### src/rtl/branch_pkg.sv
// Shared branch-condition codes, counter type and BHT index helper for the
// branch predict/resolve block.
package branch_pkg;

  localparam logic [2:0] F3_BEQ  = 3'b000;
  localparam logic [2:0] F3_BNE  = 3'b001;
  localparam logic [2:0] F3_BLT  = 3'b100;
  localparam logic [2:0] F3_BGE  = 3'b101;
  localparam logic [2:0] F3_BLTU = 3'b110;
  localparam logic [2:0] F3_BGEU = 3'b111;

  localparam int BHT_CNT_W = 2;
  typedef logic [BHT_CNT_W-1:0] bht_cnt_t;

  // Word-aligned PC: drop the byte offset; callers truncate to their index width.
  function automatic logic [31:0] bht_idx(input logic [31:0] pc);
    return pc >> 2;
  endfunction

endpackage

### src/rtl/bht_counter_array.sv
// Bimodal history table: one combinational read port returning the predicted
// direction, one saturating update port, synchronous reset of every entry.
module bht_counter_array #(
  parameter int ENTRIES = 64,
  parameter int CNT_W   = 2,
  localparam int IDX_W  = $clog2(ENTRIES)
) (
  input  logic             i_clk,
  input  logic             i_rst,
  input  logic [IDX_W-1:0] i_rd_idx,
  output logic             o_rd_taken,
  input  logic             i_upd_en,
  input  logic [IDX_W-1:0] i_upd_idx,
  input  logic             i_upd_taken
);

  logic [CNT_W-1:0] r_cnt [ENTRIES];

  function automatic logic [CNT_W-1:0] sat_step(input logic [CNT_W-1:0] cnt,
                                                input logic up);
    if (up)
      return (cnt == {CNT_W{1'b1}}) ? cnt : cnt + 1'b1;
    else
      return (cnt == '0) ? cnt : cnt - 1'b1;
  endfunction

  // Table update stage: reset lands every entry at weakly not-taken
  always_ff @(posedge i_clk) begin
    if (i_rst) begin
      for (int i = 0; i < ENTRIES; i++)
        r_cnt[i] <= CNT_W'(1);
    end else if (i_upd_en) begin
      r_cnt[i_upd_idx] <= sat_step(r_cnt[i_upd_idx], i_upd_taken);
    end
  end

  assign o_rd_taken = r_cnt[i_rd_idx][CNT_W-1];

endmodule

### src/rtl/branch_predict_resolve.sv
// RV32I branch/jump resolution: full-operand condition evaluation, bimodal
// prediction lookup, registered mispredict flush and saturating perf counters.
module branch_predict_resolve
  import branch_pkg::*;
#(
  parameter int XLEN        = 32,
  parameter int BHT_ENTRIES = 64,
  parameter int CNT_W       = 2,
  parameter int PERF_W      = 16
) (
  input  logic              i_clk,
  input  logic              i_rst,
  input  logic [XLEN-1:0]   i_pf_pc,
  output logic              o_pf_taken,
  input  logic              i_ex_valid,
  input  logic              i_ex_branch,
  input  logic              i_ex_jump,
  input  logic [2:0]        i_ex_funct3,
  input  logic [XLEN-1:0]   i_ex_rs1,
  input  logic [XLEN-1:0]   i_ex_rs2,
  input  logic [XLEN-1:0]   i_ex_pc,
  input  logic              i_ex_pred_taken,
  output logic              o_taken,
  output logic              o_flush,
  output logic              o_flush_taken,
  output logic              o_illegal_br,
  output logic [PERF_W-1:0] o_br_count,
  output logic [PERF_W-1:0] o_mispred_count
);

  localparam int IDX_W = $clog2(BHT_ENTRIES);

  logic                   w_vld_p0;
  logic                   w_br_p0;
  logic                   w_illegal_p0;
  logic                   w_taken_p0;
  logic                   w_mispred_p0;
  logic signed [XLEN-1:0] w_rs1_s;
  logic signed [XLEN-1:0] w_rs2_s;
  logic [IDX_W-1:0]       w_pf_idx;
  logic [IDX_W-1:0]       w_ex_idx;

  logic                   r_flush_p1;
  logic                   r_flush_taken_p1;
  logic                   r_illegal_p1;
  logic [PERF_W-1:0]      r_br_count_p1;
  logic [PERF_W-1:0]      r_mispred_count_p1;

  function automatic logic [PERF_W-1:0] sat_inc(input logic [PERF_W-1:0] cnt,
                                                input logic en);
    return (en && cnt != {PERF_W{1'b1}}) ? cnt + 1'b1 : cnt;
  endfunction

  assign w_vld_p0     = i_ex_valid & (i_ex_branch | i_ex_jump);
  assign w_br_p0      = w_vld_p0 & i_ex_branch;
  assign w_illegal_p0 = w_br_p0 & (i_ex_funct3[2:1] == 2'b01);
  assign w_rs1_s      = i_ex_rs1;
  assign w_rs2_s      = i_ex_rs2;

  // Branch wins over jump when both flags are set
  always_comb begin
    w_taken_p0 = 1'b0;
    if (w_br_p0) begin
      case (i_ex_funct3)
        F3_BEQ:  w_taken_p0 = (i_ex_rs1 == i_ex_rs2);
        F3_BNE:  w_taken_p0 = (i_ex_rs1 != i_ex_rs2);
        F3_BLT:  w_taken_p0 = (w_rs1_s <  w_rs2_s);
        F3_BGE:  w_taken_p0 = (w_rs1_s >= w_rs2_s);
        F3_BLTU: w_taken_p0 = (i_ex_rs1 <  i_ex_rs2);
        F3_BGEU: w_taken_p0 = (i_ex_rs1 >= i_ex_rs2);
        default: w_taken_p0 = 1'b0;
      endcase
    end else if (w_vld_p0) begin
      w_taken_p0 = 1'b1;
    end
  end

  assign w_mispred_p0 = w_vld_p0 & (w_taken_p0 != i_ex_pred_taken);
  assign o_taken      = w_taken_p0;

  assign w_pf_idx = IDX_W'(bht_idx(32'(i_pf_pc)));
  assign w_ex_idx = IDX_W'(bht_idx(32'(i_ex_pc)));

  bht_counter_array #(
    .ENTRIES (BHT_ENTRIES),
    .CNT_W   (CNT_W)
  ) u_bht (
    .i_clk       (i_clk),
    .i_rst       (i_rst),
    .i_rd_idx    (w_pf_idx),
    .o_rd_taken  (o_pf_taken),
    .i_upd_en    (w_br_p0 & ~w_illegal_p0),
    .i_upd_idx   (w_ex_idx),
    .i_upd_taken (w_taken_p0)
  );

  // Resolve -> redirect stage
  always_ff @(posedge i_clk) begin
    if (i_rst) begin
      r_flush_p1         <= 1'b0;
      r_flush_taken_p1   <= 1'b0;
      r_illegal_p1       <= 1'b0;
      r_br_count_p1      <= '0;
      r_mispred_count_p1 <= '0;
    end else begin
      r_flush_p1         <= w_mispred_p0;
      r_flush_taken_p1   <= w_taken_p0;
      r_illegal_p1       <= w_illegal_p0;
      r_br_count_p1      <= sat_inc(r_br_count_p1, w_br_p0);
      r_mispred_count_p1 <= sat_inc(r_mispred_count_p1, w_mispred_p0);
    end
  end

  assign o_flush         = r_flush_p1;
  assign o_flush_taken   = r_flush_taken_p1;
  assign o_illegal_br    = r_illegal_p1;
  assign o_br_count      = r_br_count_p1;
  assign o_mispred_count = r_mispred_count_p1;

endmodule

### config.mk
export PLATFORM = sky130hd
export DESIGN_NAME = branch_predict_resolve
export DESIGN_NICKNAME = d
export VERILOG_FILES = /design/src/rtl/branch_pkg.sv /design/src/rtl/bht_counter_array.sv /design/src/rtl/branch_predict_resolve.sv
export SDC_FILE = /design/constraint.sdc
export NUM_CORES = 1
export LEC_CHECK = 0
export CAP_MARGIN = 20
export CORE_ASPECT_RATIO = 1.2
export CORE_UTILIZATION = 50
export DETAILED_ROUTE_END_ITERATION = 10
export PLACE_DENSITY = 0.77
export SETUP_SLACK_MARGIN = 0.02
export SYNTH_ARGS = -nofsm -noshare
export SYNTH_HDL_FRONTEND = slang
export SYNTH_SLANG_ARGS = --single-unit
### constraint.sdc
create_clock -name i_clk -period 9.57 [get_ports i_clk]
set_input_delay 1.4355 -clock i_clk [delete_from_list [all_inputs] [get_ports i_clk]]
set_output_delay 1.4355 -clock i_clk [all_outputs]
set_load 0.03 [all_outputs]
# Word-level counts from Yosys, hierarchy flattened
# Memory sizes are Yosys's and may differ from the RTL's.
# Index checks and enable logic that the tools add are counted.
dict set report classes {
  addsub 4
  magnitude_cmp 4
  n_eq_ne 12
  mux 16
  n_bitwise 7
  reduce_logical 5
}
# op count
set ops {}
lappend ops {{32-bit greater-or-equal comparator} 2}
lappend ops {{32-bit < comparator} 2}
lappend ops {{16-bit by 1-bit adder with 16-bit output, second input constant} 2}
lappend ops {{32-bit equality test} 1}
lappend ops {{16-bit != test, second input constant} 2}
lappend ops {{32-bit != test} 1}
lappend ops {{3-bit equality test, second input constant} 4}
lappend ops {{2-bit 2-to-1 mux} 6}
lappend ops {{1-bit 2-to-1 mux} 8}
lappend ops {{6-bit 2-to-1 mux} 1}
lappend ops {{1-bit case mux with 6 select lines} 1}
lappend ops {{1-bit AND} 5}
lappend ops {{3-bit by 1-bit equality test with 1-bit output, second input constant} 1}
lappend ops {{3-bit logical NOT} 1}
lappend ops {{2-bit by 1-bit adder with 2-bit output, second input constant} 1}
lappend ops {{2-bit by 1-bit equality test with 1-bit output, second input constant} 1}
lappend ops {{2-bit equality test, second input constant} 1}
lappend ops {{1-bit logical AND} 2}
lappend ops {{2-bit logical NOT} 1}
lappend ops {{2-bit OR reduction} 1}
lappend ops {{2-bit by 1-bit subtractor with 2-bit output, second input constant} 1}
lappend ops {{1-bit != test} 1}
lappend ops {{1-bit NOT} 1}
lappend ops {{1-bit bitwise OR} 1}
dict set report totals {
  reg_bits 35
  ramBits 128
  in_bits 137
  out_inout_bits 37
  memories 1
}
# memory depth word_bits read_ports rd_clocked_by_memory_dff write_ports line
set mem_list {}
lappend mem_list {u_bht.r_cnt 64 2 2 0 64 bht_counter_array.sv:17} ;# logic [CNT_W-1:0] r_cnt [ENTRIES];

# Logic depth before layout (Yosys ltp)
dict set report logic_depth {
  ltp_word 11
  depth_mapped 14
  ltp_nobuf 12
}

# Hierarchy
# From an unflattened synthesis, not the netlist that was laid out.
dict set report unflattened {
  cells_unflattened 953
  hier_area_um2 9656.8
}
# mod instances cells_each area_per_inst_um2 seq_area_each_um2
set modules_own_cells {}
lappend modules_own_cells {bht_counter_array 1 625 7086.8 3843.7}
lappend modules_own_cells {branch_predict_resolve 1 328 2570.0 700.7}

# Least setup slack after synthesis
# No wires, ideal clock.
dict set report synth_timing {
  path_kind {input to output}
  startpoint {input port i_pf_pc[2]}
  endpoint {output port o_pf_taken}
  arrival_time_ns 3.952
  required_time_ns 8.135
  path_slack_ns 4.182
  stages 5
  path_buffers 2
  path_cell_list {clkbuf_1 > buf_1 > mux4_2 > mux4_2 > mux4_2}
}
dict set report synth_between {
  elab_chain_cells 1
}
# element line
set synth_lines {}
lappend synth_lines {{start, declared} branch_predict_resolve.sv:13} ;# input logic [XLEN-1:0] i_pf_pc,
lappend synth_lines {{memory 64 x 2 bit} --}
lappend synth_lines {{end, declared} branch_predict_resolve.sv:14} ;# output logic o_pf_taken,
# No other way between the ends.

# Worst setup path in the final report
dict set report layout_timing {
  startpoint {input port i_ex_rs2[31]}
  endpoint {output port o_taken}
}
dict set report layout_between {
  elab_chain_cells 3
  elab_cells_between_ends 8
  classes_between {order compare (4); eq/ne (2); mux (2)}
}
# element line
set layout_lines {}
lappend layout_lines {{start, declared} branch_predict_resolve.sv:20} ;# input logic [XLEN-1:0] i_ex_rs2,
lappend layout_lines {{32-bit greater-or-equal comparator, or another cell as far along} branch_predict_resolve.sv:70} ;# F3_BGEU: w_taken_p0 = (i_ex_rs1 >= i_ex_rs2);
lappend layout_lines {{1-bit case mux with 6 select lines *} branch_predict_resolve.sv:64} ;# case (i_ex_funct3)
lappend layout_lines {{1-bit 2-to-1 mux *} branch_predict_resolve.sv:63} ;# if (w_br_p0) begin
lappend layout_lines {{end, declared} branch_predict_resolve.sv:23} ;# output logic o_taken,
# Every way passes the cells marked *; elsewhere a longest branch is shown, timed or not.

==> results.toml <==
[floorplanning]
die_x_um = 127
start_util_pct = 51.0
std_cell_rows = 54
die_y_um = 152
coreArea_um2 = 18200
ios = 174
die_area_um2 = 19200

[yosys]
synth_edf_count = 128
ys_async_sr_fraction_pct = 0
synthTopCellsByArea = "edfxtp_1, dfxtp_1, mux4_2, ha_1, a22oi_1"
avgSynthCellArea_um2 = 10.2
yosysSeqAreaShare_pct = 48.8
synthFlopType = "edfxtp_1"
synth_seq_cells = 163
synth.cells.most_frequent = "edfxtp_1, nand2_1, nor2_1"
yosys.area.top_type = "edfxtp_1"
syn_nets = 1083
synth_top_area_share_pct = 41.3
ys_types = 60
synth_warnings = 0
synth_area_um2 = 9310
syn-instance-count = 912
yosysMostFrequentCell = "edfxtp_1"

[drt]
vias_per_cell = 6.27
routed_wl_mm = 24.9
avgRoutedWirePerCell_um = 20.2
drc = 0
vias = 7729
drt-pass1-iter-count = 5
drt-initial-drc-count = 837
antenna_left = 0

[clocking]
cts_buffers = 17
cts_buffer_depth = 2
insertion_delay_ns = 0.44
htree_levels = 4
cts_tree = "built"
clk_pin_slew_worst_paths_ns = 0.07
ctsHoldBuffers = 0
cts_resized = 0
cts-root-buf = "clkbuf_16"
cts.sinks = 163
post_cts_buffers = 0

[global_routing]
antenna_found_initial = 0
grt_pass1_vias = 7579
grtUsageTotal_pct = 26.9
grt_first_pass_wirelength_mm = 39.2
overflow = 0
grt_max_degree = 65

[power_and_ir_drop]
p_leak_uw = 0.00363
comb_power_share_pct = 13.8
seqPwrFrac_pct = 47.9
swShare_pct = 26.0
ir_drop_v = 0.000123
clock_power_share_pct = 38.3
p_int_uw = 1210
power_density_nw_per_um2 = 148
p_sw_uw = 427

[sta]
post-route-min-period_ns = 6.22
max_freq_mhz = 161
finClkSkew_ns = 0.0133
worst_slew_pin_slew_ns = 1.01
timing.final.hold_violations = 0
slew_viol_final = 0
rsz0062_at_grt = "no"
timing.final.crit_share_pct = 65.0
setup_viol = 0
tns_ns = 0
slew_headroom_pct = 32.6

[final_layout]
drive_gt1_share_pct = 9.72
layout.nets = 1166
layout.cells.non_filler = 1232
finalInstanceArea_um2 = 11100
diodes = 0
syn_to_final_growth_pct = 19.1

[critical_path]
critPathLaunchType = "input pin"
cp_num_buf_inv = 4
crit_path_max_incr_delay_ns = 0.67
crit_fanout = 6
crit_slowest_cell = "clkdlybuf4s50_1"
arrival_ns = 4.78
cp_cell_sequence = "clkdlybuf4s50_1 > inv_1 > ha_1 > nand4_2 > nor4_4 > o311a_1 > nor4_1 > nor3_1 > nor4_4 > or2_1 > inv_1 > clkdlybuf4s50_1"
endpoint_kind = "primary output"
path_class = "input pin to primary output"
worstPathRequired_ns = 8.13
critPathTopFamily = "simple AND/OR/NAND/NOR gates"

[placement]
placed_cell_area_um2 = 10600
port_buffers = 121
dp.cells = 1200
hpwl_mm = 16.6
gp_congestion = 0.857

[flow_run]
drv_cap = 0

[outcome]
outcome = "finished clean"

[worst_hold_path]
hold_class = "register to register"
## placed cells by master (no fill, tap or decap), types with 3 or more instances in the layout
cell	count
nand4_1	23
xnor2_1	4
clkinv_4	4
a21oi_1	34
clkinv_2	4
nor2b_1	6
nor2_1	77
nand2_1	94
clkbuf_16	18
mux2_2	4
clkdlybuf4s50_1	121
nand3_1	52
or3_1	5
nor3_2	12
inv_1	40
ha_1	34
nor3b_2	3
a31oi_1	6
nor3_1	48
nor4_1	5
nand3b_1	6
a22oi_1	51
a22o_1	9
and2_1	9
edfxtp_1	128
xor2_1	9
and3_1	10
mux4_2	21
o31ai_1	6
o21ai_0	59
o41ai_1	3
buf_4	17
a221oi_1	6
dfxtp_1	35
or4_1	6
## power groups by stage
stage / Sequential [uW] / Combinational, uW / Clock [uW]
2_1_floorplan: 800 / 153 / 0
3_3_place_gp: 799 / 219 / 0
3_5_place_dp: 800 / 224 / 0
4_1_cts: 785 / 225 / 631
5_1_grt: 786 / 244 / 658
6_report: 785 / 226 / 628
## worst register-to-register path, cell delays in order, from the launching register on
cell      delay [ns]
edfxtp_1        0.37
a22o_1          0.21
a221oi_1        0.25
a31oi_1         0.13
or2_0           0.29
nor4_1          0.32
maj3_2          0.64
buf_4           0.55
nor3_1          0.14
## final timing paths
kind	slack [ns]	startpoint	end	cells after the start
worst min-delay path	0.49	o_mispred_count[8]	o_mispred_count[8]	2
worst max register to register	6.40	u_bht.r_cnt[46][0]	u_bht.r_cnt[26][1]	8
worst max-delay path	3.35	i_ex_rs2[31]	o_taken	12
worst min register to register	0.49	o_mispred_count[8]	o_mispred_count[8]	2
## flip-flops by register name, indices dropped and copies added, names as in the netlist
| register | flops |
|---|---|
| o_flush | 1 |
| o_mispred_count | 16 |
| u_bht.r_cnt | 128 |
| o_illegal_br | 1 |
| o_flush_taken | 1 |
| o_br_count | 16 |
## cell type report
cell class	count	area (um2)
Tap cell	224	280
Clock inverter	12	82.6
Clock buffer	20	458
Timing Repair Buffer	138	1340
Sequential cell	163	4540
Fill cell	1491	7150
Inverter	39	146
Multi-Input combinational cell	636	4240
## per-layer routing
layer / share of wire, % / track usage (%) / wire (um)
met1: 37 / 30.4 / 9160
met2: 51 / 47.8 / 12600
met3: 8.6 / 6.32 / 2130
met4: 4.1 / 13.9 / 1030
met5: 0 / 0 / 0
## cell families (layout without fill, tap and decap cells)
family                   count (synthesis)  count (layout)  share of synthesized area, %
AND/OR/NAND/NOR                        371             371                          20.4
AO/OA/AOI/OAI                          188             188                          13.1
flip-flops                             163             163                          48.8
buffers and inverters                  113             209                          5.76
adder cells (fa/ha/maj)                 36              36                          4.80
multiplexers                            28              28                          5.88
XOR/XNOR                                13              13                          1.22
## stage by stage
stage	hold slack, ns	worst slack [ns]	util [%]	total power [uW]
final	0.489	3.35	60.8	1640
after global routing	0.523	3.15	60.8	1690
after CTS	0.494	3.34	60.8	1640
after detailed placement	0.482	3.38	57.8	1020
after global placement	0.478	3.37	57.8	1020
after floorplan	0.603	4.18	-	953
Note: power is estimated with default switching activity, not from simulation.
